$ cat src/rtl/iob_fp_mul_seq_pkg.sv
// -----------------------------------------------------------------------------
// iob_fp_mul_seq_pkg
// Shared definitions for the sequential floating-point multiplier:
//   - default float format (FP32): data width, exponent width, mantissa width
//     including the hidden bit, and exponent bias
//   - canonical NaN constant and Inf(sign) helper for that format
//   - 3-bit FSM state encoding
// -----------------------------------------------------------------------------
package iob_fp_mul_seq_pkg;

    localparam int FP_DATA_W = 32;
    localparam int FP_EXP_W  = 8;
    localparam int FP_MAN_W  = FP_DATA_W - FP_EXP_W;       // includes hidden bit
    localparam int FP_FRAC_W = FP_MAN_W - 1;               // stored fraction bits
    localparam int FP_BIAS   = 2 ** (FP_EXP_W - 1) - 1;

    // Canonical quiet NaN: positive, all-ones exponent, fraction MSB set.
    localparam logic [FP_DATA_W-1:0] FP_CANON_NAN =
        {1'b0, {FP_EXP_W{1'b1}}, 1'b1, {(FP_FRAC_W-1){1'b0}}};

    function automatic logic [FP_DATA_W-1:0] fp_inf(input logic sign);
        return {sign, {FP_EXP_W{1'b1}}, {FP_FRAC_W{1'b0}}};
    endfunction

    typedef enum logic [2:0] {
        ST_IDLE  = 3'd0,
        ST_MULT  = 3'd1,
        ST_NORM  = 3'd2,
        ST_ROUND = 3'd3,
        ST_DONE  = 3'd4
    } state_t;

endpackage

$ cat src/rtl/iob_fp_mul_seq_if.sv
// -----------------------------------------------------------------------------
// iob_fp_mul_seq_if
// Operation handshake and result bus of the sequential FP multiplier.
//   start_i      one-cycle pulse, samples op_a_i / op_b_i
//   op_a_i/op_b_i operands
//   done_o       one-cycle pulse, result and flags valid
//   res_o        packed product
//   overflow_o / underflow_o / exception_o  result flags (mutually exclusive)
// slave modport: the multiplier; master modport: the requester.
// -----------------------------------------------------------------------------
interface iob_fp_mul_seq_if
    import iob_fp_mul_seq_pkg::*;
#(
    parameter int DATA_W = FP_DATA_W
) ();

    logic              start_i;
    logic [DATA_W-1:0] op_a_i;
    logic [DATA_W-1:0] op_b_i;
    logic              done_o;
    logic [DATA_W-1:0] res_o;
    logic              overflow_o;
    logic              underflow_o;
    logic              exception_o;

    modport slave (
        input  start_i, op_a_i, op_b_i,
        output done_o, res_o, overflow_o, underflow_o, exception_o
    );

    modport master (
        output start_i, op_a_i, op_b_i,
        input  done_o, res_o, overflow_o, underflow_o, exception_o
    );

endinterface

$ cat src/rtl/iob_fp_round.sv
// -----------------------------------------------------------------------------
// iob_fp_round
// Round-to-nearest-even of a normalized mantissa.
//   man_i     normalized mantissa including hidden bit
//   guard_i / round_i / sticky_i   bits below the mantissa LSB
//   exp_i     signed biased exponent (EXP_W+2 bits)
//   frac_o    rounded fraction without the hidden bit
//   exp_o     exponent, incremented when rounding carries out
// -----------------------------------------------------------------------------
module iob_fp_round #(
    parameter int MAN_W = 24,
    parameter int EW    = 10
) (
    input  logic [MAN_W-1:0]     man_i,
    input  logic                 guard_i,
    input  logic                 round_i,
    input  logic                 sticky_i,
    input  logic signed [EW-1:0] exp_i,
    output logic [MAN_W-2:0]     frac_o,
    output logic signed [EW-1:0] exp_o
);

    logic             round_up;
    logic [MAN_W:0]   sum;

    // NOTE: every signal written here is assigned on every path, so no latch is inferred.
    always_comb begin
        // Ties go to the even mantissa: a half-way value rounds up only if LSB is 1.
        round_up = guard_i & (round_i | sticky_i | man_i[0]);
        sum      = {1'b0, man_i} + {{MAN_W{1'b0}}, round_up};
        if (sum[MAN_W]) begin
            // 1.111..1 + ulp = 10.000..0: renormalize, fraction becomes zero.
            frac_o = sum[MAN_W-1:1];
            exp_o  = exp_i + $signed(EW'(1));
        end else begin
            frac_o = sum[MAN_W-2:0];
            exp_o  = exp_i;
        end
    end

endmodule

$ cat src/rtl/iob_fp_special.sv
// -----------------------------------------------------------------------------
// iob_fp_special
// Classifies one packed float operand.
//   op_i       packed operand
//   is_nan_o   exponent all ones, fraction non-zero
//   is_inf_o   exponent all ones, fraction zero
//   is_zero_o  exponent zero (zero or subnormal; subnormals are flushed)
// -----------------------------------------------------------------------------
module iob_fp_special #(
    parameter int DATA_W = 32,
    parameter int EXP_W  = 8
) (
    input  logic [DATA_W-1:0] op_i,
    output logic              is_nan_o,
    output logic              is_inf_o,
    output logic              is_zero_o
);

    localparam int FRAC_W = DATA_W - EXP_W - 1;

    logic [EXP_W-1:0]  exp_f;
    logic [FRAC_W-1:0] frac_f;

    assign exp_f  = op_i[DATA_W-2 -: EXP_W];
    assign frac_f = op_i[FRAC_W-1:0];

    assign is_nan_o  = (&exp_f) && (|frac_f);
    assign is_inf_o  = (&exp_f) && !(|frac_f);
    assign is_zero_o = !(|exp_f);

endmodule

$ cat src/rtl/iob_mul_shiftadd.sv
// -----------------------------------------------------------------------------
// iob_mul_shiftadd
// Generic unsigned iterative multiplier, one multiplier bit per cycle, LSB
// first. Takes exactly W cycles after the start_i edge.
//   start_i   loads a_i / b_i and restarts (also while busy)
//   done_o    high during the last iteration; p_o is final one cycle later
//   p_o       2W-bit product accumulator
// -----------------------------------------------------------------------------
module iob_mul_shiftadd #(
    parameter int W = 24
) (
    input  logic           clk_i,
    input  logic           arst_n_i,
    input  logic           start_i,
    input  logic [W-1:0]   a_i,
    input  logic [W-1:0]   b_i,
    output logic           done_o,
    output logic [2*W-1:0] p_o
);

    localparam int CNT_W = (W > 1) ? $clog2(W) : 1;

    logic [W-1:0]     a_q;
    logic [2*W-1:0]   acc_q;     // upper half: partial sum, lower half: multiplier
    logic [CNT_W-1:0] cnt_q;
    logic             busy_q;
    logic [W:0]       sum;

    // Add the multiplicand into the upper half when the current multiplier bit
    // (acc_q[0]) is set; the carry is kept for the following right shift.
    always_comb begin
        sum = {1'b0, acc_q[2*W-1:W]} + (acc_q[0] ? {1'b0, a_q} : '0);
    end

    // NOTE: sequential state uses non-blocking assignments so every register
    // samples the pre-edge values regardless of statement order.
    always_ff @(posedge clk_i or negedge arst_n_i) begin
        if (!arst_n_i) begin
            a_q    <= '0;
            acc_q  <= '0;
            cnt_q  <= '0;
            busy_q <= 1'b0;
        end else if (start_i) begin
            a_q    <= a_i;
            acc_q  <= {{W{1'b0}}, b_i};
            cnt_q  <= '0;
            busy_q <= 1'b1;
        end else if (busy_q) begin
            acc_q <= {sum, acc_q[W-1:1]};
            if (cnt_q == CNT_W'(W - 1)) begin
                cnt_q  <= '0;
                busy_q <= 1'b0;
            end else begin
                cnt_q <= cnt_q + 1'b1;
            end
        end
    end

    assign done_o = busy_q && (cnt_q == CNT_W'(W - 1));
    assign p_o    = acc_q;

endmodule

$ cat src/rtl/iob_fp_mul_seq.sv
// -----------------------------------------------------------------------------
// iob_fp_mul_seq
// Sequential IEEE-754-style floating-point multiplier.
//   clk_i     clock, rising edge
//   arst_n_i  asynchronous active-low reset (aborts any operation)
//   bus       iob_fp_mul_seq_if.slave: start/operands in, done/result/flags out
// Flow: capture -> MULT (MAN_W shift-add cycles) -> NORM -> ROUND -> DONE.
// Special operands are detected in the first MULT cycle and skip to DONE.
// Latency from the start_i edge: MAN_W+3 edges normal, 2 edges special.
// -----------------------------------------------------------------------------
module iob_fp_mul_seq
    import iob_fp_mul_seq_pkg::*;
#(
    parameter int DATA_W = FP_DATA_W,
    parameter int EXP_W  = FP_EXP_W
) (
    input  logic             clk_i,
    input  logic             arst_n_i,
    iob_fp_mul_seq_if.slave  bus
);

    localparam int MAN_W  = DATA_W - EXP_W;
    localparam int FRAC_W = MAN_W - 1;
    localparam int BIAS   = 2 ** (EXP_W - 1) - 1;
    localparam int EW     = EXP_W + 2;

    localparam logic signed [EW-1:0] BIAS_S    = EW'(BIAS);
    localparam logic signed [EW-1:0] EXP_MAX_S = EW'((2 ** EXP_W) - 1);
    localparam logic signed [EW-1:0] ZERO_S    = '0;
    localparam logic [DATA_W-1:0]    NAN_RES   =
        {1'b0, {EXP_W{1'b1}}, 1'b1, {(FRAC_W-1){1'b0}}};

    function automatic logic [DATA_W-1:0] inf_res(input logic sign);
        return {sign, {EXP_W{1'b1}}, {FRAC_W{1'b0}}};
    endfunction

    // ---------------- state and datapath registers ----------------
    state_t               state_q, state_d;
    logic [DATA_W-1:0]    op_a_q, op_b_q;
    logic                 sign_q;
    logic signed [EW-1:0] exp_q;
    logic [MAN_W-1:0]     man_q;
    logic                 guard_q, round_q, sticky_q;
    logic [DATA_W-1:0]    res_q;
    logic                 ovf_q, unf_q, exc_q;

    // FSM-derived enables
    logic take_special, do_norm, do_round, fire_done;

    // ---------------- capture ----------------
    logic signed [EW-1:0] exp_sum;

    assign exp_sum = $signed({2'b00, bus.op_a_i[DATA_W-2 -: EXP_W]})
                   + $signed({2'b00, bus.op_b_i[DATA_W-2 -: EXP_W]})
                   - BIAS_S;

    // ---------------- special operands ----------------
    logic a_nan, a_inf, a_zero, b_nan, b_inf, b_zero;
    logic special_any;
    logic [DATA_W-1:0] special_res;
    logic special_exc;

    iob_fp_special #(.DATA_W(DATA_W), .EXP_W(EXP_W)) u_special_a (
        .op_i      (op_a_q),
        .is_nan_o  (a_nan),
        .is_inf_o  (a_inf),
        .is_zero_o (a_zero)
    );

    iob_fp_special #(.DATA_W(DATA_W), .EXP_W(EXP_W)) u_special_b (
        .op_i      (op_b_q),
        .is_nan_o  (b_nan),
        .is_inf_o  (b_inf),
        .is_zero_o (b_zero)
    );

    assign special_any = a_nan | b_nan | a_inf | b_inf | a_zero | b_zero;

    // First match wins: NaN, Inf*0, Inf, zero/subnormal.
    always_comb begin
        special_res = {sign_q, {(DATA_W-1){1'b0}}};
        special_exc = 1'b0;
        if (a_nan || b_nan) begin
            special_res = NAN_RES;
            special_exc = 1'b1;
        end else if ((a_inf && b_zero) || (b_inf && a_zero)) begin
            special_res = NAN_RES;
            special_exc = 1'b1;
        end else if (a_inf || b_inf) begin
            special_res = inf_res(sign_q);
        end
    end

    // ---------------- mantissa multiplier ----------------
    // Hidden bit is forced to 1: zero/subnormal operands never reach NORM.
    logic                 mul_done;
    logic [2*MAN_W-1:0]   prod;

    iob_mul_shiftadd #(.W(MAN_W)) u_mul (
        .clk_i    (clk_i),
        .arst_n_i (arst_n_i),
        .start_i  (bus.start_i),
        .a_i      ({1'b1, bus.op_a_i[FRAC_W-1:0]}),
        .b_i      ({1'b1, bus.op_b_i[FRAC_W-1:0]}),
        .done_o   (mul_done),
        .p_o      (prod)
    );

    // ---------------- normalization ----------------
    // Product of two [1,2) mantissas lies in [1,4): MSB set means >= 2.
    logic [MAN_W-1:0] norm_man;
    logic             norm_g, norm_r, norm_s, norm_inc;

    always_comb begin
        if (prod[2*MAN_W-1]) begin
            norm_man = prod[2*MAN_W-1 -: MAN_W];
            norm_g   = prod[MAN_W-1];
            norm_r   = prod[MAN_W-2];
            norm_s   = |prod[MAN_W-3:0];
            norm_inc = 1'b1;
        end else begin
            norm_man = prod[2*MAN_W-2 -: MAN_W];
            norm_g   = prod[MAN_W-2];
            norm_r   = prod[MAN_W-3];
            norm_s   = |prod[MAN_W-4:0];
            norm_inc = 1'b0;
        end
    end

    // ---------------- rounding and range check ----------------
    logic [FRAC_W-1:0]    rnd_frac;
    logic signed [EW-1:0] rnd_exp;
    logic [DATA_W-1:0]    final_res;
    logic                 final_ovf, final_unf;

    iob_fp_round #(.MAN_W(MAN_W), .EW(EW)) u_round (
        .man_i    (man_q),
        .guard_i  (guard_q),
        .round_i  (round_q),
        .sticky_i (sticky_q),
        .exp_i    (exp_q),
        .frac_o   (rnd_frac),
        .exp_o    (rnd_exp)
    );

    always_comb begin
        final_res = {sign_q, rnd_exp[EXP_W-1:0], rnd_frac};
        final_ovf = 1'b0;
        final_unf = 1'b0;
        if (rnd_exp >= EXP_MAX_S) begin
            final_res = inf_res(sign_q);
            final_ovf = 1'b1;
        end else if (rnd_exp <= ZERO_S) begin
            // No subnormal outputs: anything below the normal range flushes.
            final_res = {sign_q, {(DATA_W-1){1'b0}}};
            final_unf = 1'b1;
        end
    end

    // ---------------- FSM ----------------
    always_ff @(posedge clk_i or negedge arst_n_i) begin
        if (!arst_n_i) begin
            state_q <= ST_IDLE;
        end else begin
            state_q <= state_d;
        end
    end

    always_comb begin
        state_d      = state_q;
        take_special = 1'b0;
        do_norm      = 1'b0;
        do_round     = 1'b0;
        fire_done    = 1'b0;
        case (state_q)
            ST_IDLE: ;
            ST_MULT: begin
                if (special_any) begin
                    take_special = 1'b1;
                    state_d      = ST_DONE;
                end else if (mul_done) begin
                    state_d = ST_NORM;
                end
            end
            ST_NORM: begin
                do_norm = 1'b1;
                state_d = ST_ROUND;
            end
            ST_ROUND: begin
                do_round = 1'b1;
                state_d  = ST_DONE;
            end
            ST_DONE: begin
                fire_done = 1'b1;
                state_d   = ST_IDLE;
            end
            default: state_d = ST_IDLE;
        endcase
        // A new start discards whatever is in flight, including a pending done.
        if (bus.start_i) begin
            state_d      = ST_MULT;
            take_special = 1'b0;
            do_norm      = 1'b0;
            do_round     = 1'b0;
            fire_done    = 1'b0;
        end
    end

    // ---------------- datapath ----------------
    // NOTE: datapath registers are reset too; the block is small and a known
    // value after reset keeps the flushed outputs free of X.
    always_ff @(posedge clk_i or negedge arst_n_i) begin
        if (!arst_n_i) begin
            op_a_q   <= '0;
            op_b_q   <= '0;
            sign_q   <= 1'b0;
            exp_q    <= '0;
            man_q    <= '0;
            guard_q  <= 1'b0;
            round_q  <= 1'b0;
            sticky_q <= 1'b0;
            res_q    <= '0;
            ovf_q    <= 1'b0;
            unf_q    <= 1'b0;
            exc_q    <= 1'b0;
        end else if (bus.start_i) begin
            op_a_q <= bus.op_a_i;
            op_b_q <= bus.op_b_i;
            sign_q <= bus.op_a_i[DATA_W-1] ^ bus.op_b_i[DATA_W-1];
            exp_q  <= exp_sum;
        end else if (take_special) begin
            res_q <= special_res;
            ovf_q <= 1'b0;
            unf_q <= 1'b0;
            exc_q <= special_exc;
        end else if (do_norm) begin
            man_q    <= norm_man;
            guard_q  <= norm_g;
            round_q  <= norm_r;
            sticky_q <= norm_s;
            exp_q    <= exp_q + $signed({{(EW-1){1'b0}}, norm_inc});
        end else if (do_round) begin
            res_q <= final_res;
            ovf_q <= final_ovf;
            unf_q <= final_unf;
            exc_q <= 1'b0;
        end
    end

    // ---------------- outputs ----------------
    always_ff @(posedge clk_i or negedge arst_n_i) begin
        if (!arst_n_i) begin
            bus.done_o      <= 1'b0;
            bus.res_o       <= '0;
            bus.overflow_o  <= 1'b0;
            bus.underflow_o <= 1'b0;
            bus.exception_o <= 1'b0;
        end else begin
            bus.done_o <= fire_done;
            if (fire_done) begin
                bus.res_o       <= res_q;
                bus.overflow_o  <= ovf_q;
                bus.underflow_o <= unf_q;
                bus.exception_o <= exc_q;
            end
        end
    end

endmodule

$ cat src/flat_wrapper.sv
// flat-port wrapper written by rule: the top's interface ports become plain ports
module iob_fp_mul_seq_flat import iob_fp_mul_seq_pkg::*;
#(
    parameter int DATA_W = FP_DATA_W,
    parameter int EXP_W  = FP_EXP_W
)
  (clk_i, arst_n_i, bus_start_i, bus_op_a_i, bus_op_b_i, bus_done_o, bus_res_o, bus_overflow_o, bus_underflow_o, bus_exception_o);
  iob_fp_mul_seq_if #(.DATA_W(DATA_W)) bus_i ();
  input  logic clk_i;
  input  logic arst_n_i;
  input wire logic [$bits(bus_i.start_i)-1:0] bus_start_i;
  input wire logic [$bits(bus_i.op_a_i)-1:0] bus_op_a_i;
  input wire logic [$bits(bus_i.op_b_i)-1:0] bus_op_b_i;
  output wire logic [$bits(bus_i.done_o)-1:0] bus_done_o;
  output wire logic [$bits(bus_i.res_o)-1:0] bus_res_o;
  output wire logic [$bits(bus_i.overflow_o)-1:0] bus_overflow_o;
  output wire logic [$bits(bus_i.underflow_o)-1:0] bus_underflow_o;
  output wire logic [$bits(bus_i.exception_o)-1:0] bus_exception_o;
  assign bus_i.start_i = bus_start_i;
  assign bus_i.op_a_i = bus_op_a_i;
  assign bus_i.op_b_i = bus_op_b_i;
  assign bus_done_o = bus_i.done_o;
  assign bus_res_o = bus_i.res_o;
  assign bus_overflow_o = bus_i.overflow_o;
  assign bus_underflow_o = bus_i.underflow_o;
  assign bus_exception_o = bus_i.exception_o;
  iob_fp_mul_seq #(.DATA_W(DATA_W), .EXP_W(EXP_W)) u_core (.clk_i(clk_i), .arst_n_i(arst_n_i), .bus(bus_i));
endmodule
$ cat config.mk
export PLATFORM = sky130hd
export DESIGN_NAME = iob_fp_mul_seq_flat
export DESIGN_NICKNAME = d
export VERILOG_FILES = /design/src/rtl/iob_fp_mul_seq_pkg.sv /design/src/rtl/iob_fp_mul_seq_if.sv /design/src/rtl/iob_fp_round.sv /design/src/rtl/iob_fp_special.sv /design/src/rtl/iob_mul_shiftadd.sv /design/src/rtl/iob_fp_mul_seq.sv /design/src/flat_wrapper.sv
export SDC_FILE = /design/constraint.sdc
export NUM_CORES = 1
export LEC_CHECK = 0
export BUFFER_PORTS_ARGS = -buffer_cell sky130_fd_sc_hd__buf_4
export CAP_MARGIN = 15
export CORE_ASPECT_RATIO = 1.5
export CORE_UTILIZATION = 55
export DETAILED_ROUTE_END_ITERATION = 6
export HOLD_SLACK_MARGIN = 0.06
export PLACE_DENSITY = 0.84
export REMOVE_ABC_BUFFERS = 1
export SYNTH_ARGS = -nofsm -noshare
export SYNTH_HDL_FRONTEND = slang
export SYNTH_HIERARCHICAL = 1
export SYNTH_SLANG_ARGS = --single-unit
export TNS_END_PERCENT = 100
$ cat constraint.sdc
create_clock -name clk_i -period 5.37 [get_ports clk_i]
set_input_delay 0.537 -clock clk_i [delete_from_list [all_inputs] [get_ports clk_i]]
set_output_delay 0.537 -clock clk_i [all_outputs]
set_load 0.03 [all_outputs]
# Yosys cells after proc, flatten, opt, wreduce, memory -nomap -nowiden
# Cells that the tools add are included.
word_totals:
  reg_bits: 252
  in_bits: 67
  word_cells: 135
op_classes:
  addsub: 7
  order_cmp: 2
  eq_ne: 9
  n_mux: 54
  bitwise_logic: 11
  n_reduce_logical: 30
ops:
  columns: ["cell", "count"]
  rows:
  - ["32-bit two-way mux", 5]
  - ["48-bit two-way mux", 2]
  - ["31-bit two-way mux", 3]
  - ["24-bit two-way mux", 2]
  - ["23-bit OR reduction", 2]
  - ["10-bit two-way mux", 4]
  - ["1-bit two-way mux", 30]
  - ["24-bit by 1-bit adder with 25-bit output", 1]
  - ["24-bit by 25-bit adder with 25-bit output", 1]
  - ["23-bit two-way mux", 1]
  - ["22-bit OR reduction", 1]
  - ["21-bit OR reduction", 1]
  - ["8-bit AND reduction", 2]
  - ["8-bit OR reduction", 2]
  - ["5-bit two-way mux", 3]
  - ["3-bit one-hot mux with 4 select lines", 1]
  - ["10-bit by 2-bit adder with 10-bit output", 1]
  - ["10-bit by 2-bit adder with 10-bit output, second input constant", 1]
  - ["10-bit by 9-bit >= comparator with 1-bit output, second input constant", 1]
  - ["10-bit by 1-bit <= comparator with 1-bit output, second input constant", 1]
  - ["10-bit by 8-bit subtractor with 10-bit output, second input constant", 1]
  - ["8-bit by 8-bit adder with 9-bit output", 1]
  - ["3-bit two-way mux", 3]
  - ["1-bit logical AND", 7]
  - ["18 further kinds", 36]

# Logic depth before layout (Yosys ltp)
# Gate-level depths: netlist (run 1).
logic_depth:
  word_depth: 12
  mapped_depth: 12

# Hierarchy
# The synthesis (run 1) kept the hierarchy.
modules_own_cells:
  columns: ["mod", "instances", "cells_each", "area_per_inst_um2", "seq_area_each_um2"]
  rows:
  - ["iob_fp_mul_seq", 1, 626, 7627.3, 4404.2]
  - ["iob_mul_shiftadd", 1, 496, 4754.6, 1951.9]
  - ["iob_fp_round", 1, 136, 929.6, 0.0]
  - ["iob_fp_special", 2, 16, 101.3, 0.0]

# Worst setup path before layout (run 1)
# No wires, ideal clock.
synth_timing:
  path_type: "reg-to-reg"
  from: "reg u_core.guard_q"
  to: "reg u_core.res_q[10]"
  setup_time_ns: 0.083
  arrival_time_ns: 2.944
  path_slack_ns: 2.343
  stages_incl_launch_ff: 13
  cell_sequence: "dfrtp_1 > and2_1 > ha_1 > nand4_1 > or4_1 > buf_6 > nor4_4 > xor2_1 > nor2_1 > a31oi_1 > nand3b_1 > clkbuf_2 > o21ai_0"
synth_between:
  elab_chain_len: 9
  elab_cells_between_ends: 11
  cone_classes: "add/sub: 1; order compare: 2; mux: 7; bitwise: 1"
synth_lines:
  columns: ["element", "line_no", "source"]
  rows:
  - ["from (decl)", "iob_fp_mul_seq.sv:43", "logic guard_q, round_q, sticky_q;"]
  - ["from (signal assigned)", "iob_fp_mul_seq.sv:238", "guard_q <= norm_g;"]
  - ["1-bit AND (*)", "iob_fp_round.sv:29", "round_up = guard_i & (round_i | sticky_i | man_i[0]);"]
  - ["24-bit by 1-bit adder with 25-bit output (*)", "iob_fp_round.sv:30", "sum = {1'b0, man_i} + {{MAN_W{1'b0}}, round_up};"]
  - ["10-bit two-way mux (*)", "iob_fp_round.sv:31", "if (sum[MAN_W]) begin"]
  - ["net u_core.rnd_exp[8]", "iob_fp_mul_seq.sv:132", "logic signed [EW-1:0] rnd_exp;"]
  - ["10-bit by 1-bit <= comparator with 1-bit output", "iob_fp_mul_seq.sv:153", "end else if (rnd_exp <= ZERO_S) begin"]
  - ["31-bit two-way mux", "iob_fp_mul_seq.sv:153", null]
  - ["31-bit two-way mux (*)", "iob_fp_mul_seq.sv:150", "if (rnd_exp >= EXP_MAX_S) begin"]
  - ["32-bit two-way mux (*)", "iob_fp_mul_seq.sv:242", "end else if (do_round) begin"]
  - ["32-bit two-way mux (*)", "iob_fp_mul_seq.sv:236", "end else if (do_norm) begin"]
  - ["32-bit two-way mux (*)", "iob_fp_mul_seq.sv:231", "end else if (take_special) begin"]
  - ["to (signal assigned)", "iob_fp_mul_seq.sv:232", "res_q <= special_res;"]
  - ["to (signal assigned)", "iob_fp_mul_seq.sv:243", "res_q <= final_res;"]
  - ["to (decl)", "iob_fp_mul_seq.sv:44", "logic [DATA_W-1:0] res_q;"]
# Mark *: on every way through the listed nets, which the timed path passes. The rest lies on a longest branch. The select of a mux whose other input is x is not followed.
# A chain may end at the register's enable or synchronous reset.

# Final worst setup path (run 1)
layout_timing:
  from: "reg u_core.man_q[7]"
  to: "reg u_core.res_q[22]"
layout_between:
  elab_chain_len: 8
  elab_cells_between_ends: 10
  cone_classes: "add/sub: 1; order compare: 2; mux: 7"
layout_lines:
  columns: ["element", "line_no", "source"]
  rows:
  - ["from (decl)", "iob_fp_mul_seq.sv:42", "logic [MAN_W-1:0] man_q;"]
  - ["from (signal assigned)", "iob_fp_mul_seq.sv:237", "man_q <= norm_man;"]
  - ["24-bit by 1-bit adder with 25-bit output (*)", "iob_fp_round.sv:30", null]
  - ["10-bit two-way mux (*)", "iob_fp_round.sv:31", null]
  - ["net u_core.rnd_exp[8]", "iob_fp_mul_seq.sv:132", null]
  - ["10-bit by 1-bit <= comparator with 1-bit output", "iob_fp_mul_seq.sv:153", null]
  - ["31-bit two-way mux", "iob_fp_mul_seq.sv:153", null]
  - ["31-bit two-way mux (*)", "iob_fp_mul_seq.sv:150", null]
  - ["32-bit two-way mux (*)", "iob_fp_mul_seq.sv:242", null]
  - ["32-bit two-way mux (*)", "iob_fp_mul_seq.sv:236", null]
  - ["32-bit two-way mux (*)", "iob_fp_mul_seq.sv:231", null]
# Marks and branches as above.

==> qor.tcl, run 1 <==
set qor(status) {completed}
set qor(post_route_cell_area_mm2) 0.0152
set qor(area_growth_syn_to_layout_pct) 13.3
set qor(clock_path_buffers) 3
set qor(grt_setup_unrepaired) {no}
set qor(drt-total-wl_mm) 29.6
set qor(grt-ovfl-total) 0
set qor(numClockSinks) 252
set qor(core_region_area_mm2) 0.0238
set qor(detail_route.drc_violations) 0
set qor(dp_worst_setup_slack_ps) 1320
set qor(final-max-slew-violation-count) 0
set qor(fin_tns_setup_ps) 0
set qor(tritoncts.num_buffers) 24
set qor(via_count) 10100
set qor(min_period_over_period_pct) 76.6
set qor(rows) 69
set qor(timing_limited_maximum_frequency_mhz) 243
set qor(regArea_mm2) 0.00631
set qor(numPlacedInstances) 1655
set qor(r2r_cells) 9
set qor(vdd.ir_drop.worst_v) 0.000241
set qor(finalHoldViolations) 0
set qor(filler_cell_count) 1933
set qor(final.min_clock_period_ps) 4110
set qor(cell_area_after_technology_mapping_mm2) 0.0134
set qor(cp_data_arrival_time_ps) 4570
set qor(setup.reg_to_reg.worst_slack_ps) 1260
set qor(antenna_found_initial) 0
set qor(total_number_of_nets_in_the_final_design) 1475
set qor(ctsResizeCount) 0
set qor(top_level_ports) 103
set qor(post_route_cells_drive_above_1_share_pct) 22.2
set qor(regToRegStartpoint) {u_core/man_q[7]$_DFFE_PN0P_}
set qor(synth_area_per_cell_um2) 10.5
set qor(number_of_optimization_iterations_in_the_first_detailed_route_pass) 5
set qor(antenna_cells) 0
set qor(grt_first_pass_wirelength_mm) 49.6
set qor(r2r-end) {u_core/res_q[22]$_DFFE_PN0P_}
set qor(final_cell_count_no_fill) 1699
set qor(crit_path_start_kind) {flop}
set qor(initial_core_util_pct) 56.4
set qor(grt_max_degree) 140
set qor(cts_tree) {yes}
set qor(root_buffer) {sky130_fd_sc_hd__clkbuf_16}
set qor(setup_viol) 0
set qor(endpoint) {u_core/res_q[22]$_DFFE_PN0P_}
set qor(cts_max_level) 1
set qor(worst-setup-path-type) {reg2reg}
set qor(slew-limit-headroom_pct) 29.3
set qor(vias_in_the_first_global_route) 10100
set qor(netlist_instances) 1286
set qor(cap_viol_max_count) 0
set qor(ys.warnings.count) 6
set qor(dp.final_hpwl_mm) 21.2
set qor(crit_path_start) {u_core/man_q[7]$_DFFE_PN0P_}
set qor(post_cts_setup_buffers) 0
set qor(place.port_buffers) 102
set qor(wire_per_inst_um) 17.4
set qor(clock_insertion_delay_worst_skew_ps) 530
set qor(drtAntennaViolNets) 0
set qor(fp.dieArea_mm2) 0.0251
set qor(postLayoutCoreUtil_pct) 63.9
set qor(endpoint_kind) {flop}
set qor(chipWidth_um) 130
set qor(path_max_fanout) 23
set qor(number_of_violations_reported_at_the_end_of_detailed_routing_iteration_0) 583
set qor(total_leakage_power_nw) 6.76
set qor(gp_congestion) 0.910
set qor(multi_input_gate_area_in_the_final_layout_mm2) 0.00678
set qor(cp_data_required_time_ps) 5830
set qor(clk_slew_on_worst_s_h_paths_ps) 60
set qor(post-route-worst-setup-slack_ps) 1260
set qor(ctsHoldBuffers) 0
set qor(power.density_mw_per_mm2) 316
set qor(grt_usage_pct) 24.3
set qor(die_h_um) 193
set qor(placed_cell_area_mm2) 0.0144
set qor(tightestPinTransition_ps) 1050
set qor(hp-class) {in2async}
set qor(via_per_inst) 5.93
set qor(finalClockSkew_ps) 13.3
[metal layers]
layer	global-route usage (%)	up-vias	part of all wire [%]
met3	2.05	61	3.5
met4	8.40	0	2.6
met2	44.1	254	54
li1	-	4823	-
met1	29.7	4933	40
met5	0	-	0
[stage by stage]
stage,hold WS (ps),total power [mW]
finish,49.4,4.81
global route,115,5.04
CTS,94.5,4.85
detailed placement,457,3.12
global placement,448,3.08
floorplan,241,2.81
[area by class of cell]
class	count	share of cell area [%]
multi-input cells	951	44.5
flip-flops and latches	252	41.4
repair buffers	109	5.53
clock buffers	30	4.43
well taps	319	2.62
clock inverters	14	0.879
inverters	24	0.592
[worst min path at each step]
stage,startpoint,end,cells after the start
global placement,u_core/res_q[23]$_DFFE_PN0P_,u_core/res_q[23]$_DFFE_PN0P_,2
finish,arst_n_i,u_core/op_b_q[12]$_DFFE_PN0P_,1
floorplan,arst_n_i,u_core/bus.done_o$_DFF_PN0_,0
detailed placement,u_core/res_q[23]$_DFFE_PN0P_,u_core/res_q[23]$_DFFE_PN0P_,2
CTS,arst_n_i,u_core/op_b_q[12]$_DFFE_PN0P_,1
global route,arst_n_i,u_core/op_b_q[9]$_DFFE_PN0P_,1
[sequential cells by signal (all words and copies together), names as in the netlist, 3 cells and up]
| name | flops |
|---|---|
| u_core/op_b_q | 31 |
| u_core/u_mul/p_o | 48 |
| u_core/exp_q | 10 |
| u_core/man_q | 24 |
| u_core/res_q | 32 |
| u_core/u_mul/a_q | 24 |
| u_core/state_q | 3 |
| u_core/bus.res_o | 32 |
| u_core/u_mul/cnt_q | 5 |
| u_core/op_a_q | 31 |
[power by group]
part	internal, mW	switching, mW
registers	2.12	0.194
logic	0.357	0.427
clock network	0.990	0.729
total	3.46	1.35
[cell usage in the layout (no fill, tap or decap), types with 10 or more instances in the layout]
master and n:
sky130_fd_sc_hd__xor2_1 23, sky130_fd_sc_hd__dfrtp_1 251, sky130_fd_sc_hd__xnor2_1 17, sky130_fd_sc_hd__nor3_1 15, sky130_fd_sc_hd__buf_4 106, sky130_fd_sc_hd__nor2_1 86, sky130_fd_sc_hd__nor4_1 17, sky130_fd_sc_hd__nand2_1 123
sky130_fd_sc_hd__a31oi_1 10, sky130_fd_sc_hd__ha_1 44, sky130_fd_sc_hd__o21ai_0 82, sky130_fd_sc_hd__nand2b_1 11, sky130_fd_sc_hd__nand4_1 28, sky130_fd_sc_hd__and2_1 30, sky130_fd_sc_hd__a21oi_1 77, sky130_fd_sc_hd__mux2_2 122
sky130_fd_sc_hd__clkbuf_16 25, sky130_fd_sc_hd__and4_1 16, sky130_fd_sc_hd__mux2i_1 61, sky130_fd_sc_hd__nand3_1 29, sky130_fd_sc_hd__inv_1 22
[worst max-delay path, cell delays in order (launching register included)]
cell	delay (ps)
sky130_fd_sc_hd__dfrtp_1	560
sky130_fd_sc_hd__nand4_1	470
sky130_fd_sc_hd__or4_1	900
sky130_fd_sc_hd__nor4_4	360
sky130_fd_sc_hd__xor2_1	450
sky130_fd_sc_hd__nor2_1	100
sky130_fd_sc_hd__a31oi_1	230
sky130_fd_sc_hd__nand3b_1	500
sky130_fd_sc_hd__o21ai_0	330
sky130_fd_sc_hd__o21a_1	140
Note: power is estimated with default switching activity, not from simulation.
==> run 2: changes to the inputs <==
--- a/config.mk
+++ b/config.mk
@@ -11,7 +11,7 @@
 export CORE_UTILIZATION = 55
 export DETAILED_ROUTE_END_ITERATION = 6
 export HOLD_SLACK_MARGIN = 0.06
-export PLACE_DENSITY = 0.84
+export PLACE_DENSITY = 0.87
 export REMOVE_ABC_BUFFERS = 1
 export SYNTH_ARGS = -nofsm -noshare
 export SYNTH_HDL_FRONTEND = slang
==> constraint.sdc (replaced) <==
create_clock -name clk_i -period 3.5 [get_ports clk_i]
set_input_delay 0.35 -clock clk_i [delete_from_list [all_inputs] [get_ports clk_i]]
set_output_delay 0.35 -clock clk_i [all_outputs]
set_load 0.03 [all_outputs]
==> qor.tcl, run 2 (synthesis results as in run 1) <==
set qor(slew-limit-headroom_pct) 46.2 ;# +17 points
set qor(number_of_violations_reported_at_the_end_of_detailed_routing_iteration_0) 655 ;# +12%
set qor(core_region_area_mm2) 0.0238 ;# unchanged
set qor(root_buffer) {sky130_fd_sc_hd__clkbuf_16}
set qor(place.port_buffers) 102 ;# unchanged
set qor(grt-ovfl-total) 0 ;# unchanged
set qor(hp-class) {in2reg}
set qor(initial_core_util_pct) 56.4 ;# unchanged
set qor(die_h_um) 193 ;# unchanged
set qor(drtAntennaViolNets) 0 ;# unchanged
set qor(detail_route.drc_violations) 16 ;# +16
set qor(final_cell_count_no_fill) 1765 ;# +3.9%
set qor(final-max-slew-violation-count) 0 ;# unchanged
set qor(filler_cell_count) 1801 ;# -6.8%
set qor(global_route.usage.met3_pct) 2.74 ;# +0.69 points
set qor(worst_path_max_delay_cell) {sky130_fd_sc_hd__or4_1}
set qor(gp_congestion) 0.932 ;# +2.4%
set qor(min_period_over_period_pct) 90.9 ;# +14 points
set qor(grtUsageMet1_pct) 30.3 ;# +0.60 points
set qor(setup_viol) 0 ;# unchanged
set qor(number_of_optimization_iterations_in_the_first_detailed_route_pass) 7 ;# +2
set qor(grt_usage_pct) 25.4 ;# +1.1 points
set qor(largest_register_ffs) 48 ;# unchanged
set qor(top_level_ports) 103 ;# unchanged
set qor(cp_slowest_stage_delay_ps) 480 ;# -420 ps
set qor(finalClockSkew_ps) 27.0 ;# +13.6 ps
set qor(clock_path_buffers) 3 ;# unchanged
set qor(drt-total-wl_mm) 31.2 ;# +5.2%
set qor(chipWidth_um) 130 ;# unchanged
set qor(final.min_clock_period_ps) 3180 ;# -928 ps
set qor(via_count) 10500 ;# +4.2%
set qor(cts_tree) {yes}
set qor(mostFrequentLayoutCell) {sky130_fd_sc_hd__dfrtp_1}
set qor(cp_data_required_time_ps) 3890 ;# -1940 ps
set qor(grt_setup_unrepaired) {no}
set qor(fp.dieArea_mm2) 0.0251 ;# unchanged
set qor(cts_max_level) 1 ;# unchanged
set qor(antenna_found_initial) 0 ;# unchanged
set qor(wire_per_inst_um) 17.7 ;# +1.3%
set qor(worst-setup-path-type) {reg2reg}
set qor(violations) {design-rule violations}
set qor(grt_first_pass_wirelength_mm) 51.6 ;# +4.0%
set qor(status) {complete, but fails checks}
set qor(vdd.ir_drop.worst_v) 0.000349 ;# +45%
set qor(via_per_inst) 5.95 ;# +0.31%
set qor(tightestPinTransition_ps) 805 ;# -247 ps
set qor(endpoint_kind) {flop}
set qor(vias_in_the_first_global_route) 10600 ;# +4.2%
set qor(tritoncts.num_buffers) 24 ;# unchanged
set qor(timing_limited_maximum_frequency_mhz) 314 ;# +29%
set qor(numClockSinks) 252 ;# unchanged
set qor(path_max_fanout) 22 ;# -4.3%
set qor(fin_tns_setup_ps) 0 ;# unchanged
set qor(post_cts_setup_buffers) 0 ;# unchanged
set qor(total_leakage_power_nw) 7.06 ;# +4.3%
set qor(critical-path-top-cell-by-count) {sky130_fd_sc_hd__buf_4}
set qor(gr-usage-met2_pct) 44.5 ;# +0.38 points
set qor(numPlacedInstances) 1672 ;# +1.0%
set qor(area_growth_syn_to_layout_pct) 18.1
set qor(dp.final_hpwl_mm) 21.5 ;# +1.5%
set qor(final_cell_mix) {251 x sky130_fd_sc_hd__dfrtp_1, 123 x sky130_fd_sc_hd__nand2_1, 122 x sky130_fd_sc_hd__mux2_2}
set qor(cp_data_arrival_time_ps) 3570 ;# -1000 ps
set qor(post_route_cells_drive_above_1_share_pct) 22.1 ;# -0.044 points
set qor(total_number_of_nets_in_the_final_design) 1542 ;# +4.5%
set qor(crit_chain) {and2_1, ha_1, nand4_1, or4_1, buf_4, nor2_4, mux2_1, nor3_1, a31oi_1, nand3b_1, buf_4, o21ai_0}
set qor(grt_max_degree) 97 ;# -31%
set qor(power_mw) 7.41 ;# +54%
set qor(finalHoldViolations) 0 ;# unchanged
set qor(clock_insertion_delay_worst_skew_ps) 540 ;# about the same
set qor(clk_slew_on_worst_s_h_paths_ps) 60 ;# about the same
set qor(rows) 69 ;# unchanged
set qor(cap_viol_max_count) 0 ;# unchanged
set qor(crit_path_start_kind) {flop}
set qor(busiest_layer) {met2}
set qor(power.density_mw_per_mm2) 467 ;# +48%
set qor(antenna_cells) 0 ;# unchanged
==> run 2: path summary, 6_finish.rpt <==
check | from | cells after the start | slack, ps | endpoint
min in group asynchronous | arst_n_i | 2 | 410 | u_core/op_b_q[12]$_DFFE_PN0P_
hold / removal | bus_op_a_i[10] | 2 | 70 | u_core/op_a_q[10]$_DFFE_PN0P_
hold reg to reg | u_core/res_q[0]$_DFFE_PN0P_ | 2 | 470 | u_core/res_q[0]$_DFFE_PN0P_
max in group asynchronous | arst_n_i | 3 | 2130 | u_core/u_mul/a_q[1]$_DFFE_PN0P_
setup reg to reg | u_core/guard_q$_DFFE_PN0P_ | 12 | 320 | u_core/res_q[5]$_DFFE_PN0P_
setup / recovery | u_core/guard_q$_DFFE_PN0P_ | 12 | 320 | u_core/res_q[5]$_DFFE_PN0P_
==> run 2: stage by stage <==
stage / area (um2) / utilization [%] / hold slack [ps] / worst slack (ps)
5_1_grt: 15900 / 66.6 / 65.9 / 79.7
6_report: 15900 / 66.6 / 72.3 / 317
2_1_floorplan: 13200 / - / 54.4 / -1320
3_3_place_gp: 14600 / 61.2 / 411 / 463
3_5_place_dp: 14600 / 61.2 / 412 / 365
4_1_cts: 15900 / 66.6 / 61.9 / 345
==> run 2: critical path, delay by kind of cell, from the launching register on <==
| kind | cells | cell delay, ps |
|---|---|---|
| buf+inv | 2 | 420 |
| simple gates | 6 | 1320 |
| fa+ha+maj | 1 | 210 |
| flops | 1 | 380 |
| mux | 1 | 410 |
| compound gates | 2 | 280 |
==> run 2: layout make-up <==
class	instances	area (um2)	share of cell area, %
clock buffer	34	698	4.40
clock inverter	9	93.8	0.591
inverter	24	90.1	0.567
multi-input combinational	951	6780	42.7
sequential	252	6310	39.7
tap	319	399	2.51
timing repair buffer	176	1510	9.50
==> run 2: timing repair <==
action / 4_1_cts / 5_1_grt
gates resized for setup: 0 / 0
hold buffers: 50 / 0
hold endpoints to repair: 169 / 0
==> run 2: where the power goes <==
group	total, mW	leakage [nW]	switching (mW)	internal, mW
logic	1.27	3.54	0.665	0.602
registers	3.55	3.14	0.302	3.25
clock network	2.60	0.385	1.12	1.47
==> run 2: routing by layer <==
| metal | wire length (um) | share of wire (%) |
|---|---|---|
| met5 | 0 | 0 |
| met4 | 1600 | 5.1 |
| met3 | 1040 | 3.3 |
| met2 | 16000 | 51 |
| met1 | 12500 | 40 |
==> run 3: changes to the inputs <==
--- a/config.mk
+++ b/config.mk
@@ -11,7 +11,7 @@
 export CORE_UTILIZATION = 55
 export DETAILED_ROUTE_END_ITERATION = 6
 export HOLD_SLACK_MARGIN = 0.06
-export PLACE_DENSITY = 0.87
+export PLACE_DENSITY = 0.78
 export REMOVE_ABC_BUFFERS = 1
 export SYNTH_ARGS = -nofsm -noshare
 export SYNTH_HDL_FRONTEND = slang
==> qor.tcl, run 3 (synthesis results as in run 1) <==
set qor(numClockSinks) 252 ;# unchanged
set qor(rows) 69 ;# unchanged
set qor(timing_limited_maximum_frequency_mhz) 327 ;# +4.0%
set qor(grt-ovfl-total) 0 ;# unchanged
set qor(antenna_found_initial) 0 ;# unchanged
set qor(total_number_of_nets_in_the_final_design) 1539 ;# -0.19%
set qor(area_growth_syn_to_layout_pct) 17.4
set qor(grt_usage_pct) 24.9 ;# -0.46 points
set qor(chipWidth_um) 130 ;# unchanged
set qor(pwr-share-seq_pct) 48.7 ;# +0.8 points
set qor(grt_first_pass_wirelength_mm) 50.6 ;# -1.9%
set qor(routed-wl-met3_um) 869 ;# -16%
set qor(via_count) 10200 ;# -2.4%
set qor(final.min_clock_period_ps) 3060 ;# -122 ps
set qor(p_switching_mw) 2.06 ;# -1.3%
set qor(cell_internal_pwr_mw) 5.22 ;# -1.9%
set qor(die_h_um) 193 ;# unchanged
set qor(fp.dieArea_mm2) 0.0251 ;# unchanged
set qor(finalHoldViolations) 0 ;# unchanged
set qor(grt_setup_unrepaired) {no}
set qor(largest_register_ffs) 48 ;# unchanged
set qor(drt-total-wl_mm) 30.3 ;# -2.9%
set qor(vdd.ir_drop.worst_v) 0.000456 ;# +31%
set qor(dp.final_hpwl_mm) 21.6 ;# +0.16%
set qor(clkPwrFrac_pct) 34.0 ;# -1.0 points
set qor(post_route_cells_drive_above_1_share_pct) 22.2 ;# +0.092 points
set qor(tritoncts.num_buffers) 25 ;# +4.2%
set qor(hp-start) {bus_op_a_i[9]}
set qor(status) {completed}
set qor(final_cell_mix) {251 x sky130_fd_sc_hd__dfrtp_1, 123 x sky130_fd_sc_hd__nand2_1, 122 x sky130_fd_sc_hd__buf_4, 122 x sky130_fd_sc_hd__mux2_2, 86 x sky130_fd_sc_hd__nor2_1}
set qor(via_per_inst) 5.82 ;# -2.1%
set qor(wire_per_inst_um) 17.2 ;# -2.5%
set qor(clk_slew_on_worst_s_h_paths_ps) 60 ;# about the same
set qor(path_max_fanout) 22 ;# unchanged
set qor(dp_worst_setup_slack_ps) 275 ;# -89.2 ps
set qor(crit_path_start) {u_core/guard_q$_DFFE_PN0P_}
set qor(cp_data_required_time_ps) 3930 ;# +40 ps
set qor(finalClockSkew_ps) 16.5 ;# -10.5 ps
set qor(cts_max_level) 1 ;# unchanged
set qor(top_level_ports) 103 ;# unchanged
set qor(maxUsedRoutingLayer) {met4}
set qor(detail_route.drc_violations) 0 ;# -16
set qor(cp_data_arrival_time_ps) 3490 ;# -80 ps
set qor(number_of_optimization_iterations_in_the_first_detailed_route_pass) 4 ;# -3
set qor(mostFrequentLayoutCell) {sky130_fd_sc_hd__dfrtp_1}
set qor(vias_in_the_first_global_route) 10200 ;# -3.0%
set qor(cts_tree) {yes}
set qor(antenna_cells) 0 ;# unchanged
set qor(endpoint_kind) {flop}
set qor(power.density_mw_per_mm2) 462 ;# -1.1%
set qor(grt_max_degree) 96 ;# -1.0%
set qor(crit_path_start_kind) {flop}
set qor(p_sw_share_pct) 28.3 ;# +0.12 points
set qor(place.port_buffers) 102 ;# unchanged
set qor(filler_cell_count) 1928 ;# +7.1%
set qor(total_leakage_power_nw) 7.02 ;# -0.61%
set qor(initial_core_util_pct) 56.4 ;# unchanged
set qor(final-max-slew-violation-count) 0 ;# unchanged
set qor(post-route-worst-setup-slack_ps) 439 ;# +122 ps
set qor(clock_insertion_delay_worst_skew_ps) 530 ;# about the same
set qor(m1_wire_length_mm) 12.4 ;# -0.70%
set qor(slew-limit-headroom_pct) 48.7 ;# +2.6 points
set qor(gp_congestion) 0.951 ;# +2.0%
set qor(core_region_area_mm2) 0.0238 ;# unchanged
set qor(post_cts_setup_buffers) 0 ;# unchanged
set qor(final.hold.worst_slack_ps) 75.6 ;# +3.34 ps
set qor(number_of_violations_reported_at_the_end_of_detailed_routing_iteration_0) 661 ;# +0.92%
set qor(hp-class) {in2reg}
set qor(dr_wl_met2_mm) 16.0 ;# +0.23%
set qor(tightestPinTransition_ps) 766 ;# -38.3 ps
set qor(drtAntennaViolNets) 0 ;# unchanged
set qor(regToRegStartpoint) {u_core/guard_q$_DFFE_PN0P_}
set qor(cap_viol_max_count) 0 ;# unchanged
set qor(setup_viol) 0 ;# unchanged
set qor(power.share.combinational_pct) 17.3 ;# +0.2 points
set qor(worst-setup-path-type) {reg2reg}
set qor(clock_path_buffers) 3 ;# unchanged
set qor(min_period_over_period_pct) 87.4 ;# -3.5 points
set qor(root_buffer) {sky130_fd_sc_hd__clkbuf_16}
run 3: what timing repair did:
action,CTS,global route
hold endpoints to repair,159,1
hold buffers,44,1
endpoints found under the setup margin,0,4
resized for setup,0,1
run 3: layout make-up:
type	count	area [um2]	area share, %
multi-input cells	951	6780	43.0
well taps	319	399	2.53
clock buffers	32	682	4.32
repair buffers	172	1450	9.21
inverters	24	90.1	0.571
flip-flops and latches	252	6310	40.0
clock inverters	9	63.8	0.404
run 3: worst max-delay path, stage by stage (launching register included):
cell	delay (ps)
sky130_fd_sc_hd__dfrtp_1	390
sky130_fd_sc_hd__and2_1	140
sky130_fd_sc_hd__ha_1	200
sky130_fd_sc_hd__nand4_1	140
sky130_fd_sc_hd__or4_4	610
sky130_fd_sc_hd__nor4_4	310
sky130_fd_sc_hd__xor2_1	270
sky130_fd_sc_hd__nor3_1	80
sky130_fd_sc_hd__a31oi_1	280
sky130_fd_sc_hd__nand3b_1	130
sky130_fd_sc_hd__buf_4	210
sky130_fd_sc_hd__o21ai_0	200
run 3: final timing paths:
kind / end / slack [ps] / depth (start not counted)
worst max-delay path: u_core/res_q[21]$_DFFE_PN0P_ / 440 / 11
worst max register to register: u_core/res_q[21]$_DFFE_PN0P_ / 440 / 11
worst min-delay path: u_core/op_a_q[9]$_DFFE_PN0P_ / 80 / 2
worst min register to register: u_core/res_q[23]$_DFFE_PN0P_ / 470 / 2
max in group asynchronous: u_core/u_mul/p_o[31]$_DFFE_PN0P_ / 2180 / 3
min in group asynchronous: u_core/u_mul/p_o[11]$_DFFE_PN0P_ / 420 / 2
run 3: routing by layer:
layer  global-route usage [%]  up-vias
li1                         -     4968
met1                     30.5     4980
met2                     45.0      229
met3                     2.41       65
met4                     8.74        0
met5                        0        -
run 3: power by group through the flow:
stage / sequential, mW / clock (mW) / combinational [mW]
global route: 3.59 / 2.64 / 1.42
floorplan: 3.49 / 0 / 0.828
CTS: 3.54 / 2.53 / 1.26
finish: 3.54 / 2.48 / 1.26
global placement: 3.57 / 0 / 1.17
detailed placement: 3.59 / 0 / 1.21
run 3: stage by stage:
step           setup TNS (ps)  power, mW  instance area [um2]  instances  utilization, %
4_1_cts                     0       7.33                15800       1758            66.2
2_1_floorplan          -47360       4.32                13200       1227               -
6_report                    0       7.28                15800       1759            66.2
3_3_place_gp                0       4.75                14600       1673            61.2
5_1_grt                     0       7.65                15800       1759            66.2
3_5_place_dp                0       4.80                14600       1673            61.2
